### src/rtl/sr_flag_bank.sv
// sr_flag_bank
//   Bank of WIDTH clocked set/reset flags used as a peripheral interrupt-flag
//   register. Each flag is a synchronous SR cell. The set request can be
//   edge- or level-sensitive. When set and clear happen together, the
//   SET_DOMINANT parameter picks the winner. Software clears a flag by
//   writing a 1 to its bit (write-one-to-clear). A mask register gates the
//   flags into a registered irq, a lowest-index irq_vec and an acknowledge
//   handshake that clears the acknowledged flag.
//
// Ports
//   clk        system clock, all state changes on the rising edge
//   reset_n    synchronous reset, active low
//   set        per-channel hardware set request
//   clr        per-channel hardware clear request (level)
//   wr_en      flag-register write strobe
//   wr_data    write-one-to-clear data for the flag register
//   mask_wr_en mask-register write strobe
//   mask_data  new mask value (1 = channel enabled)
//   ack        interrupt acknowledge for the current irq_vec
//   flags      flag state
//   flags_n    inverted flag state
//   mask       mask register
//   irq        registered OR of flags & mask
//   irq_vec    registered index of the lowest set bit of flags & mask
module sr_flag_bank #(
  parameter int WIDTH        = 8,
  parameter bit SET_DOMINANT = 1'b0,
  parameter bit EDGE_SET     = 1'b1,
  localparam int VEC_W       = (WIDTH > 1) ? $clog2(WIDTH) : 1
) (
  input  logic             clk,
  input  logic             reset_n,
  input  logic [WIDTH-1:0] set,
  input  logic [WIDTH-1:0] clr,
  input  logic             wr_en,
  input  logic [WIDTH-1:0] wr_data,
  input  logic             mask_wr_en,
  input  logic [WIDTH-1:0] mask_data,
  input  logic             ack,
  output logic [WIDTH-1:0] flags,
  output logic [WIDTH-1:0] flags_n,
  output logic [WIDTH-1:0] mask,
  output logic             irq,
  output logic [VEC_W-1:0] irq_vec
);

  logic [WIDTH-1:0] flags_reg;
  logic [WIDTH-1:0] flags_next;
  logic [WIDTH-1:0] set_d_reg;
  logic [WIDTH-1:0] mask_reg;
  logic [WIDTH-1:0] masked;
  logic [WIDTH-1:0] set_evt;
  logic [WIDTH-1:0] clr_evt;
  logic [WIDTH-1:0] ack_hit;
  logic             irq_reg;
  logic [VEC_W-1:0] vec_reg;
  logic [VEC_W-1:0] vec_next;
  logic             ack_blk_reg;
  logic             ack_acc;

  assign masked = flags_reg & mask_reg;

  // An ack is taken only against a live, registered irq. For one cycle after
  // an accepted ack, irq_vec still points at the channel that was just
  // cleared. ack_blk masks that cycle so a held ack cannot clear the same
  // channel again.
  assign ack_acc = ack & irq_reg & ~ack_blk_reg;

  for (genvar gi = 0; gi < WIDTH; gi++) begin : g_cell
    assign ack_hit[gi] = ack_acc & (vec_reg == VEC_W'(gi));
    assign set_evt[gi] = EDGE_SET ? (set[gi] & ~set_d_reg[gi]) : set[gi];
    assign clr_evt[gi] = clr[gi] | (wr_en & wr_data[gi]) | ack_hit[gi];
    assign flags_next[gi] = set_evt[gi] ? (clr_evt[gi] ? SET_DOMINANT : 1'b1)
                                        : (clr_evt[gi] ? 1'b0 : flags_reg[gi]);
  end

  // Lowest set index wins: scan from the top down so the last hit is the lowest.
  always_comb begin
    vec_next = '0;
    for (int i = WIDTH - 1; i >= 0; i--) begin
      if (masked[i]) vec_next = VEC_W'(i);
    end
  end

  // set_d is cleared in reset. A set held across the release of reset is
  // therefore seen as a rising edge on the first active cycle.
  always_ff @(posedge clk) begin
    if (!reset_n) begin
      flags_reg   <= '0;
      set_d_reg   <= '0;
      mask_reg    <= '0;
      irq_reg     <= 1'b0;
      vec_reg     <= '0;
      ack_blk_reg <= 1'b0;
    end else begin
      flags_reg   <= flags_next;
      set_d_reg   <= set;
      if (mask_wr_en) mask_reg <= mask_data;
      irq_reg     <= |masked;
      vec_reg     <= vec_next;
      ack_blk_reg <= ack_acc;
    end
  end

  assign flags   = flags_reg;
  assign flags_n = ~flags_reg;
  assign mask    = mask_reg;
  assign irq     = irq_reg;
  assign irq_vec = vec_reg;

endmodule
### config.mk
export PLATFORM = sky130hd
export DESIGN_NAME = sr_flag_bank
export DESIGN_NICKNAME = d
export VERILOG_FILES = /design/src/rtl/sr_flag_bank.sv
export SDC_FILE = /design/constraint.sdc
export NUM_CORES = 1
export LEC_CHECK = 0
export ABC_AREA = 1
export BUFFER_PORTS_ARGS = -buffer_cell sky130_fd_sc_hd__buf_2
export CAP_MARGIN = 20
export CORE_MARGIN = 2
export CORE_UTILIZATION = 35
export CTS_CLUSTER_DIAMETER = 150
export DETAILED_ROUTE_END_ITERATION = 10
export GPL_TIMING_DRIVEN = 0
export PLACE_DENSITY_LB_ADDON = 0.1
export SYNTH_ARGS = -nofsm -noshare
export SYNTH_HDL_FRONTEND = slang
export SYNTH_SLANG_ARGS = --single-unit
export TNS_END_PERCENT = 5
### constraint.sdc
create_clock -name clk -period 1.5 [get_ports clk]
set_clock_uncertainty 0.15 [all_clocks]
set_input_delay 0.15 -clock clk [delete_from_list [all_inputs] [get_ports clk]]
set_output_delay 0.15 -clock clk [all_outputs]
set_load 0.02 [all_outputs]
# Word level (Yosys, flattened, before mapping)
# Index checks and enable logic that the tools add are counted.
# word_totals
ff_bits	29
inputBits	37
output_inout_bits	28
elab_cells	120
# op_classes
n_eq_ne	7
n_mux	31
bitwise	54
reduce_logical	13
# op_table
cell	n
1-bit AND	26
1-bit 2-to-1 mux	25
1-bit bitwise OR	16
2-bit nonzero test	8
3-bit equality test (second input constant)	4
3-bit 2-to-1 mux	4
1-bit NOT	10
8-bit AND	1
8-bit NOT	1
8-bit OR reduction	1
3-bit by 2-bit equality test with 1-bit output (second input constant)	2
5-bit OR reduction	1
2-bit 2-to-1 mux	2
3-bit by 1-bit equality test with 1-bit output (second input constant)	1
3-bit logical NOT	1
3-bit OR reduction	1
2-bit OR reduction	1

# Logic depth before layout (Yosys ltp)
# Gate-level depths: netlist of the first run.
# logic_depth
word_depth	8
ltp_mapped	8
depth_no_buf	8

# Worst setup path after synthesis of the first run
# No wires, ideal clock.
# synth_timing
path_kind	reg2reg
from	reg vec_reg[1], in the netlist irq_vec[1]
to	reg flags_reg[2], in the netlist flags[2]
setup_time_ns	0.121
arrival_ns	0.882
required_time_ns	1.229
setup_slack_ns	0.347
stages_incl_launch_ff	4
n_path_buf	0
period_less_slack_ns	1.153
cell_sequence	dfxtp_1 -> inv_2 -> nor4_1 -> nor2_1
# synth_between
elab_chain_len	5
elab_cells_between_ends	6
cone_classes	1 x eq/ne; 2 x mux; 2 x bitwise; 1 x reduce/logical
# synth_lines
item	line_no	source
start, declared	56	logic [VEC_W-1:0] vec_reg;
start signal, assigned	100	vec_reg <= vec_next;
3-bit by 2-bit equality test with 1-bit output *	70	assign ack_hit[gi] = ack_acc & (vec_reg == VEC_W'(gi));
1-bit AND *	70	
1-bit bitwise OR *	72	assign clr_evt[gi] = clr[gi] | (wr_en & wr_data[gi]) | ack_hit[gi];
1-bit 2-to-1 mux (2 in series)	73	assign flags_next[gi] = set_evt[gi] ? (clr_evt[gi] ? SET_DOMINANT : 1'b1)
end signal, assigned	96	flags_reg <= flags_next;
end, declared	47	logic [WIDTH-1:0] flags_reg;
# Every way passes the cells marked *; elsewhere a longest branch is shown, timed or not.
# A chain may end at the register's enable or synchronous reset.

# Worst setup path in the final report of the first run
# layout_timing
from	reg vec_reg[0], in the netlist irq_vec[0]
to	out irq_vec[0]
# layout_lines
item	line_no	source
end, declared	44	output logic [VEC_W-1:0] irq_vec
# No word-level cell between the ends.

==> impl_results.md, run 1 <==
- Die width: 62.5 µm
- Crit path cell chain: buf_2
- Nets: 309
- Status: complete, no violations
- Mapped Nets: 206
- Largest net degree at the start of global routing: 11
- Most frequent cells in the layout: 64 x buf_2, 35 x nand2_1, 33 x nor2_1, 33 x dlygate4sd3_1, 29 x dfxtp_1
- Worst setup SP type: register
- Worst slew pin tran: 0.274 ns
- Sequential power share: 0.534
- Tot GR Track Use: 0.186
- Synth Instances: 169
- Initial Util: 0.361
- Post-Route Setup TNS: 0 ns
- Most common cell after layout, fill and taps aside: buf_2
- Die Ht: 62.5 µm
- Vias per cell: 4.25
- Layout cells sized above 1: 0.275
- Area contributors post-synth: dfxtp_1 49%, nand2_1 11%, nor2_1 10%
- Net Sw Power: 0.419 mW
- Setup crit end kind: output port
- Comb pwr share: 0.191
- Max_slew headroom: 0.816
- Clock network fraction of total power: 0.275
- Worst-path maximum fanout: 6
- Initial DRC count: 32
- Finish-stage setup viols: 0
- Row count: 21
- RePlAce Congestion: 0.804
- Root Buffer: clkbuf_4
- Clock slew at reported path FFs: 0.08 ns
- Total CTS buffers: 5
- Pwr per Cell Area: 803 mW/mm²
- RSZ-0062 raised after global routing: no
- Clock Path Buffers: 2
- Antenna violations before repair: 0
- Mapped cell area: 0.00120 mm²
- Achievable frequency: 785 MHz
- Vias in the first global route: 1269
- Worst path slowest cell: dfxtp_1
- Core Area: 0.00331 mm²
- Reg area: 581 µm²
- GRT overflow: 0
- Leakage power: 1.04 nW
- Yosys reg bits: 29
- Maximum VDD drop: 437 µV
- Sequential-to-total area share from yosys stat: 0.485
- PortBufs: 63
- Warnings from Yosys: 0
- Final-layout fill cell count: 333
- Synthesized area per cell: 7.08 µm²
- Final Hold Viols: 0
- Max-cap violations: 0
- Post-CTS Hold Buffers: 33
- Cell taking the most area after synthesis: dfxtp_1
- Req. time, crit path: 1.20 ns
- Avg WL per Cell: 10.5 µm
- CP peak stage delay: 0.44 ns
- Switching power share of the total: 0.268
- Internal: 1.15 mW
- CP Buf/Inv Count: 1
- Post-layout min period: 1.27 ns
- DRC errors left: 0
- Pre-antenna DRT Iters: 4
- CTS tree: built
- Final ANT Viol Nets: 0
- Worst-skew pair later-pin latency: 0.32 ns
- Area grow syn2layout: 62.9%
- Netlist cell types: 17
- Buffer count from post-CTS setup fixing: 0
- First-pass GRT wire length: 5690 µm
- Cell family with most CP delay: flip-flops
- CTS Sinks: 29
- CP Class: reg -> out
- Yosys top cell area share: 0.485
- Detailed-route via count: 1355
- Ant diodes: 0
- Post-route insts no fill: 319
- Max Slew Vio Count: 0
- Placed insts: 278
- Die Area: 0.00390 mm²
- CTS H-tree depth: 2
- HPWL after DPL: 2240 µm
- Hold Crit Class: in -> reg
- Total Wirelength: 3340 µm
- Io pins: 65
- Final Cycle Share: 0.850
- Multi-input gate area: 479 µm²
- CP Data Arrival Time: 0.97 ns
- Post-CTS Resized: 0
## layout make-up
cell class | count | share of cell area
multi-input combinational | 107 | 0.246
buffer | 3 | 0.0122
clock buffer | 8 | 0.0250
sequential | 29 | 0.298
inverter | 30 | 0.0578
tap | 46 | 0.0295
timing repair buffer | 96 | 0.331
## worst paths after layout
kind | from | end | slack (ns) | depth (start not counted)
hold reg to reg | mask[7] | mask[7] | 0.37 | 2
setup / recovery | irq_vec[0] | irq_vec[0] | 0.23 | 1
hold / removal | reset_n | ack_blk_reg | 0.02 | 3
setup reg to reg | irq_vec[0] | flags[5] | 0.35 | 3
## worst reg2reg max path, cell delays in order, from the launching register on
cell and delay, ns:
dfxtp_1 0.44, inv_2 0.08, nor4_1 0.30, nor2_1 0.06
## power groups by stage
stage | registers (mW) | clock network [mW] | logic [mW]
after floorplan | 0.882 | 0 | 0.0967
after global placement | 0.855 | 0 | 0.231
after detailed placement | 0.854 | 0 | 0.233
after CTS | 0.836 | 0.447 | 0.298
after global routing | 0.842 | 0.491 | 0.332
final | 0.835 | 0.430 | 0.299
## cells by family after synthesis
group,Yosys count,synth area share
AO/OA/AOI/OAI,20,0.0847
buffers and inverters,33,0.114
flip-flops,29,0.485
AND/OR/NAND/NOR,87,0.316
## per-layer routing
layer  track usage  up-vias  share of wire
li1              -      733              -
met1         0.222      573           0.47
met2         0.316       42           0.47
met3        0.0559        7          0.052
met4        0.0667        0          0.013
met5             0        -              0
## synthesized netlist by cell type
master    instances
nor3b_1           1
inv_2             3
buf_2             1
nor4_1            8
o21ai_0          17
a21oi_1           1
a31oi_1           1
nand2_1          35
buf_6             1
inv_1            27
buf_4             1
nor2_1           33
nand3_1           8
nor3_1            1
o21ai_1           1
dfxtp_1          29
nand3b_4          1
## metrics by stage
stage	utilization	power [mW]	hold slack [ns]	setup slack (ns)	area [µm²]
3_3_place_gp	0.474	1.09	0.197	0.328	1570
5_1_grt	0.588	1.67	0.0137	0.138	1950
3_5_place_dp	0.474	1.09	0.199	0.347	1570
4_1_cts	0.588	1.58	0.0000960	0.209	1950
2_1_floorplan	-	0.978	0.0976	0.347	1200
6_report	0.588	1.56	0.0158	0.226	1950
No activity file was read; power rests on OpenSTA's default activity.
==> run 2, diff against run 1 <==
--- a/config.mk
+++ b/config.mk
@@ -5,7 +5,7 @@
 export SDC_FILE = /design/constraint.sdc
 export NUM_CORES = 1
 export LEC_CHECK = 0
-export ABC_AREA = 1
+export ABC_AREA = 0
 export BUFFER_PORTS_ARGS = -buffer_cell sky130_fd_sc_hd__buf_2
 export CAP_MARGIN = 20
 export CORE_MARGIN = 2
==> constraint.sdc (replaced) <==
create_clock -name clk -period 1.3 [get_ports clk]
set_clock_uncertainty 0.15 [all_clocks]
set_input_delay 0.13 -clock clk [delete_from_list [all_inputs] [get_ports clk]]
set_output_delay 0.13 -clock clk [all_outputs]
set_load 0.02 [all_outputs]
==> run 2 against run 1 <==
Net effect: setup slack worse by 0.25 ns; flip-flop and latch count stayed put; largest power group unchanged; sequential power is 15% higher; via count is 8.1% lower; first-iteration DRC count is 44% lower; critical path depth is 2 higher; global-route usage hardly changed; wire length is 3.1% higher; worst hold slack better by 0.0081 ns; clock power is 42% higher; critical path type is now reg -> reg; sequential share of layout area is 0.13 points lower; the run now ends with negative setup slack left.
==> impl_results.md, run 2 <==
- Status: complete, but fails checks
- Violated checks: negative setup slack
- Vias in the first global route: 1266 (-0.24%)
- Setup crit end: flags[0]
- Max-cap violations: 0 (unchanged)
- Fin Hold WS: 0.0240 ns (+0.00815 ns)
- Area grow syn2layout: 68.2%
- Total CTS buffers: 5 (unchanged)
- Post-synth top cells: 29 x dfxtp_1, 16 x inv_1, 10 x nand2_1, 10 x nor2_1, 8 x mux2i_1
- Worst-skew pair later-pin latency: 0.32 ns (about the same)
- Worst-path maximum fanout: 4 (-2)
- Origin of the worst setup path: irq
- GRT overflow: 0 (unchanged)
- CTS Sinks: 29 (unchanged)
- Die Ht: 62.3 µm (-0.20%)
- CTS tree: built
- Antenna violations before repair: 0 (unchanged)
- Post-layout min period: 1.32 ns
- Warnings from Yosys: 0 (unchanged)
- Synthesized area per cell: 9.68 µm² (+37%)
- CTS H-tree depth: 2 (unchanged)
- Largest net degree at the start of global routing: 11 (unchanged)
- Netlist cell types: 30 (+13)
- Reg2reg start: irq
- CP Data Arrival Time: 1.39 ns (+0.42 ns)
- RSZ-0062 raised after global routing: yes
- Final-layout fill cell count: 310 (-6.9%)
- Achievable frequency: 758 MHz
- PortBufs: 63 (unchanged)
- Final ANT Viol Nets: 0 (unchanged)
- Mapped Nets: 160 (-22%)
- Die Area: 0.00389 mm² (-0.40%)
- Buffer count from post-CTS setup fixing: 0 (unchanged)
- Final Cycle Share: 1.02
- Die width: 62.3 µm (-0.20%)
- Core Area: 0.00331 mm² (unchanged)
- Sequential-to-total area share from yosys stat: 0.487 (+0.00204)
- First-pass GRT wire length: 5580 µm (-2.1%)
- Initial Util: 0.360 (-0.00151)
- Area contributors post-synth: dfxtp_1 49%, mux2i_1 6.7%, a2111oi_2 5.0%
- Path depth of the worst reg2reg path: 3 (unchanged)
- Worst path slowest cell: dfxtp_4
- FFs w/ async S/R, synth: 0 (unchanged)
- Cell taking the most area after synthesis: dfxtp_1
- Row count: 21 (unchanged)
- Most common cell after layout, fill and taps aside: buf_2
- Crit path cell chain: nand2_2 > or3_4 > o311a_1
- Finished Core Util: 0.605 (+0.0166)
- Tot GR Track Use: 0.186 (+0.000277)
- CP Class: reg -> reg
- Clock Path Buffers: 2 (unchanged)
- Leading register cell type out of synthesis: dfxtp_1
- Max Slew Vio Count: 0 (unchanged)
- Setup crit end kind: register
- Worst slew pin tran: 0.419 ns (+0.145 ns)
- Mapped cell area: 0.00119 mm² (-0.42%)
- Total Wirelength: 3440 µm (+3.1%)
- Root Buffer: clkbuf_4
- Worst R2R End: flags[0]
- Leakage power: 0.928 nW (-11%)
- CP peak stage delay: 0.37 ns (-0.07 ns)
- Pwr Total: 1.92 mW (+23%)
- DRC errors left: 0 (unchanged)
- Maximum VDD drop: 502 µV (+15%)
- Max_slew headroom: 0.714 (-0.102)
- Dpl ws: -0.000210 ns (-0.348 ns)
- Ant diodes: 0 (unchanged)
- Hold Crit Class: in -> reg
- R2r setup slk: -0.02 ns (-0.37 ns)
- RePlAce Congestion: 0.679 (-16%)
- Synth Instances: 123 (-27%)
- Nets: 265 (-14%)
- Io pins: 65 (unchanged)
- Finish-stage setup viols: 1 (+1)
- HPWL after DPL: 2260 µm (+1.0%)
- Most frequent cell after synthesis: dfxtp_1
- Most frequent cells in the layout: 64 x buf_2, 34 x dlygate4sd3_1, 22 x dfxtp_1
- Post-Route Setup TNS: -0.0200 ns (-0.0200 ns)
- Avg WL per Cell: 12.5 µm (+20%)
- Detailed-route via count: 1245 (-8.1%)
- Initial DRC count: 18 (-44%)
- Clock slew at reported path FFs: 0.09 ns (about the same)
- Yosys top cell area share: 0.487 (+0.00204)
- Final Hold Viols: 0 (unchanged)
- Layout cells sized above 1: 0.389 (+0.114)
- Pwr per Cell Area: 959 mW/mm² (+19%)
- Vias per cell: 4.53 (+6.6%)
- Yosys reg bits: 29 (unchanged)
- Pre-antenna DRT Iters: 4 (unchanged)
- Setup ws final: -0.0200 ns (-0.245 ns)
- Post-synth EDFFs: 0 (unchanged)
- Req. time, crit path: 1.37 ns (+0.17 ns)
- Worst setup SP type: register
[run 2: stage by stage]
stage,instance area [µm²],instances
2_1_floorplan,1200,123
3_3_place_gp,1570,232
3_5_place_dp,1570,232
4_1_cts,1990,275
5_1_grt,2000,275
6_report,2000,275
[run 2: kinds of logic (layout without fill, tap and decap cells)]
kind of cell / Yosys count / in the layout / synth area share
buf+inv: 20 / 126 / 0.0714
mux: 8 / 8 / 0.0672
flops: 29 / 29 / 0.487
compound gates: 31 / 31 / 0.226
simple gates: 35 / 35 / 0.148
[run 2: worst min path at each step]
stage | cells after the start | end | slack, ns | startpoint
after floorplan | 1 | set_d_reg[1] | 0.10 | reset_n
after global placement | 3 | set_d_reg[0] | 0.19 | set[0]
after detailed placement | 3 | set_d_reg[2] | 0.20 | set[2]
after CTS | 4 | flags[4] | 0.007 | reset_n
after global routing | 4 | flags[4] | 0.02 | reset_n
final | 4 | flags[4] | 0.02 | reset_n
[run 2: metal layers]
layer	wire length, µm	GRT usage	up-vias
li1	-	-	638
met1	1400	0.194	551
met2	1760	0.342	43
met3	185	0.0634	13
met4	97	0.0750	0
met5	0	0	-
[run 2: power by group]
part	total, mW	switching [mW]	internal (mW)
sequential	0.961	0.0329	0.928
combinational	0.348	0.162	0.185
clock	0.612	0.299	0.313
[run 2: layout make-up]
class                           instances  area (µm²)  area share
Buffer                                  3        21.3      0.0106
Tap cell                               46        57.6      0.0287
Clock buffer                            7        65.1      0.0325
Sequential cell                        29         594       0.297
Inverter                               17        63.8      0.0319
Clock inverter                          1        5.00     0.00250
Multi-Input combinational cell         74         528       0.264
Timing Repair Buffer                   98         668       0.334
[run 2: critical path, delay by kind of cell (launching register included)]
kind | cells | cell delay [ns]
AOI/OAI and AO/OA | 1 | 0.29
DFF | 1 | 0.37
and+or+nand+nor | 2 | 0.41
[run 2: what timing repair did]
| item | in CTS | in global routing |
|---|---|---|
| gates resized for setup | 0 | 5 |
| hold buffers | 35 | 0 |
| endpoints found under the hold margin | 27 | 0 |
| setup endpoints to repair | 1 | 8 |
| pin swaps | 0 | 1 |
==> run 3, diff against run 2 <==
--- a/config.mk
+++ b/config.mk
@@ -14,6 +14,7 @@
 export DETAILED_ROUTE_END_ITERATION = 10
 export GPL_TIMING_DRIVEN = 0
 export PLACE_DENSITY_LB_ADDON = 0.1
+export RECOVER_POWER = 50
 export SYNTH_ARGS = -nofsm -noshare
 export SYNTH_HDL_FRONTEND = slang
 export SYNTH_SLANG_ARGS = --single-unit
==> run 3 against run 2 <==
Net effect: the run still ends with negative setup slack left; non-clock buffer count stayed put; worst hold slack improved by 0.0024 ns; die area did not move; wire length up 0.26%; cell count unchanged; total power decreased by 0.16%; critical path depth is the same; sequential share of layout area is essentially flat; register-to-register slack hardly changed; largest power group unchanged.
==> impl_results.md, run 3 (synthesized netlist as in run 2, its figures left out) <==
- Req. time, crit path: 1.37 ns (about the same)
- Fin Hold WS: 0.0264 ns (+0.00240 ns)
- CP Class: reg -> reg
- Tot GR Track Use: 0.186 (unchanged)
- Die Ht: 62.3 µm (unchanged)
- Violated checks: negative setup slack
- Net Sw Power: 0.493 mW (-0.40%)
- Max_slew headroom: 0.714 (about the same)
- Achievable frequency: 758 MHz (about the same)
- Final-layout fill cell count: 312 (+0.65%)
- First-pass GRT wire length: 5580 µm (unchanged)
- Worst slew pin tran: 0.419 ns (+0.00000453 ns)
- Final Cycle Share: 1.02 (about the same)
- Comb pwr share: 0.181 (about the same)
- Total Wirelength: 3450 µm (+0.26%)
- Final Hold Viols: 0 (unchanged)
- Setup ws final: -0.0201 ns (-0.000141 ns)
- Clock Path Buffers: 2 (unchanged)
- CTS H-tree depth: 2 (unchanged)
- Leakage power: 0.915 nW (-1.4%)
- Vias in the first global route: 1266 (unchanged)
- Layout cells sized above 1: 0.380 (-0.00873)
- CP Buf/Inv Count: 0 (unchanged)
- Worst-path maximum fanout: 4 (unchanged)
- Pwr per Cell Area: 959 mW/mm² (about the same)
- Post-layout min period: 1.32 ns (+0.000141 ns)
- Internal: 1.43 mW (about the same)
- RSZ-0062 raised after global routing: yes
- Sequential power share: 0.501 (about the same)
- Most frequent cells in the layout: 58 x buf_2, 34 x dlygate4sd3_1, 22 x dfxtp_1
- Finish-stage setup viols: 1 (unchanged)
- Worst setup SP type: register
- PortBufs: 63 (unchanged)
- Clock slew at reported path FFs: 0.09 ns (about the same)
- Nets: 265 (unchanged)
- Worst path slowest cell: dfxtp_4
- Maximum VDD drop: 501 µV (about the same)
- Total CTS buffers: 5 (unchanged)
- Initial Util: 0.360 (unchanged)
- Max-cap violations: 0 (unchanged)
- Row count: 21 (unchanged)
- Clock network fraction of total power: 0.318 (about the same)
- Crit path cell chain: nand2_2 > or3_4 > o311a_1
- CP peak stage delay: 0.37 ns (about the same)
- Die Area: 0.00389 mm² (unchanged)
- Pwr Total: 1.92 mW (-0.16%)
- Core Area: 0.00331 mm² (unchanged)
- Cell family with most CP delay: simple AND/OR/NAND/NOR gates
- Io pins: 65 (unchanged)
- Ant diodes: 0 (unchanged)
- CP Data Arrival Time: 1.39 ns (about the same)
- RePlAce Congestion: 0.679 (unchanged)
- Final ANT Viol Nets: 0 (unchanged)
- Max Slew Vio Count: 0 (unchanged)
- GRT overflow: 0 (unchanged)
- Root Buffer: clkbuf_4
- HPWL after DPL: 2260 µm (unchanged)
- CTS tree: built
- Vias per cell: 4.51 (-0.32%)
- Switching power share of the total: 0.257 (-0.000601)
- Setup crit end kind: register
- DRC errors left: 0 (unchanged)
- CTS Sinks: 29 (unchanged)
- Pre-antenna DRT Iters: 4 (unchanged)
- Largest net degree at the start of global routing: 11 (unchanged)
- Status: complete, but fails checks
- Initial DRC count: 22 (+4)
- Hold Crit Class: in -> reg
- Area grow syn2layout: 68.0%
- Buffer count from post-CTS setup fixing: 0 (unchanged)
- Most common cell after layout, fill and taps aside: buf_2
- Antenna violations before repair: 0 (unchanged)
- Detailed-route via count: 1241 (-0.32%)
- Worst-skew pair later-pin latency: 0.32 ns (about the same)
- Avg WL per Cell: 12.5 µm (+0.26%)
- Die width: 62.3 µm (unchanged)
run 3: cell count changes in the layout (fill, tap and decap cells not counted), sizes merged:
cell    delta
buf        -6
clkbuf     +6
run 3: power groups by stage:
| stage | Combinational [mW] | Sequential [mW] | Clock, mW |
|---|---|---|---|
| 5_1_grt | 0.376 | 0.968 | 0.681 |
| 2_1_floorplan | 0.113 | 1.01 | 0 |
| 6_report | 0.347 | 0.961 | 0.610 |
| 3_3_place_gp | 0.260 | 0.981 | 0 |
| 4_1_cts | 0.346 | 0.962 | 0.634 |
| 3_5_place_dp | 0.265 | 0.983 | 0 |
run 3: final timing paths:
path | depth (start not counted) | slack, ns | from | end
worst max register to register | 3 | -0.02 | irq | flags[0]
worst min register to register | 2 | 0.37 | mask[6] | mask[6]
worst min-delay path | 4 | 0.03 | reset_n | flags[4]
worst max-delay path | 3 | -0.02 | irq | flags[0]
run 3: tightest hold or removal path, delay by kind of cell:
kind	cells	cell delay, ns
compound gates	2	0.14
buf+inv	2	0.19
run 3: area by class of cell:
| type | instances | area, µm² | share of cell area |
|---|---|---|---|
| Buffer | 3 | 21.3 | 0.0106 |
| Sequential cell | 29 | 594 | 0.297 |
| Clock buffer | 7 | 65.1 | 0.0325 |
| Clock inverter | 1 | 5.00 | 0.00250 |
| Multi-Input combinational cell | 74 | 528 | 0.264 |
| Inverter | 17 | 63.8 | 0.0319 |
| Timing Repair Buffer | 98 | 666 | 0.333 |
| Tap cell | 46 | 57.6 | 0.0288 |
run 3: layer usage:
| metal | vias up | routed length, µm | track usage |
|---|---|---|---|
| met1 | 554 | 1420 | 0.194 |
| met5 | - | 0 | 0 |
| met3 | 10 | 163 | 0.0634 |
| li1 | 635 | - | - |
| met2 | 42 | 1770 | 0.342 |
| met4 | 0 | 97 | 0.0750 |
run 3: what timing repair did:
item	4_1_cts	5_1_grt
gates resized for setup	0	5
endpoints found under the hold margin	27	0
setup endpoints to repair	1	8
pin swaps	0	1
hold buffers	35	0
run 3: metrics by stage:
| stage | setup slack (ns) | cell area, µm² | std cells | util | TNS, ns |
|---|---|---|---|---|---|
| 2_1_floorplan | -0.00209 | 1200 | 123 | - | -0.00209 |
| 3_3_place_gp | 0.00407 | 1570 | 232 | 0.475 | 0 |
| 3_5_place_dp | -0.000210 | 1570 | 232 | 0.475 | -0.000210 |
| 4_1_cts | -0.0145 | 1990 | 275 | 0.602 | -0.0145 |
| 5_1_grt | -0.0545 | 2000 | 275 | 0.604 | -0.0840 |
| 6_report | -0.0201 | 2000 | 275 | 0.604 | -0.0201 |
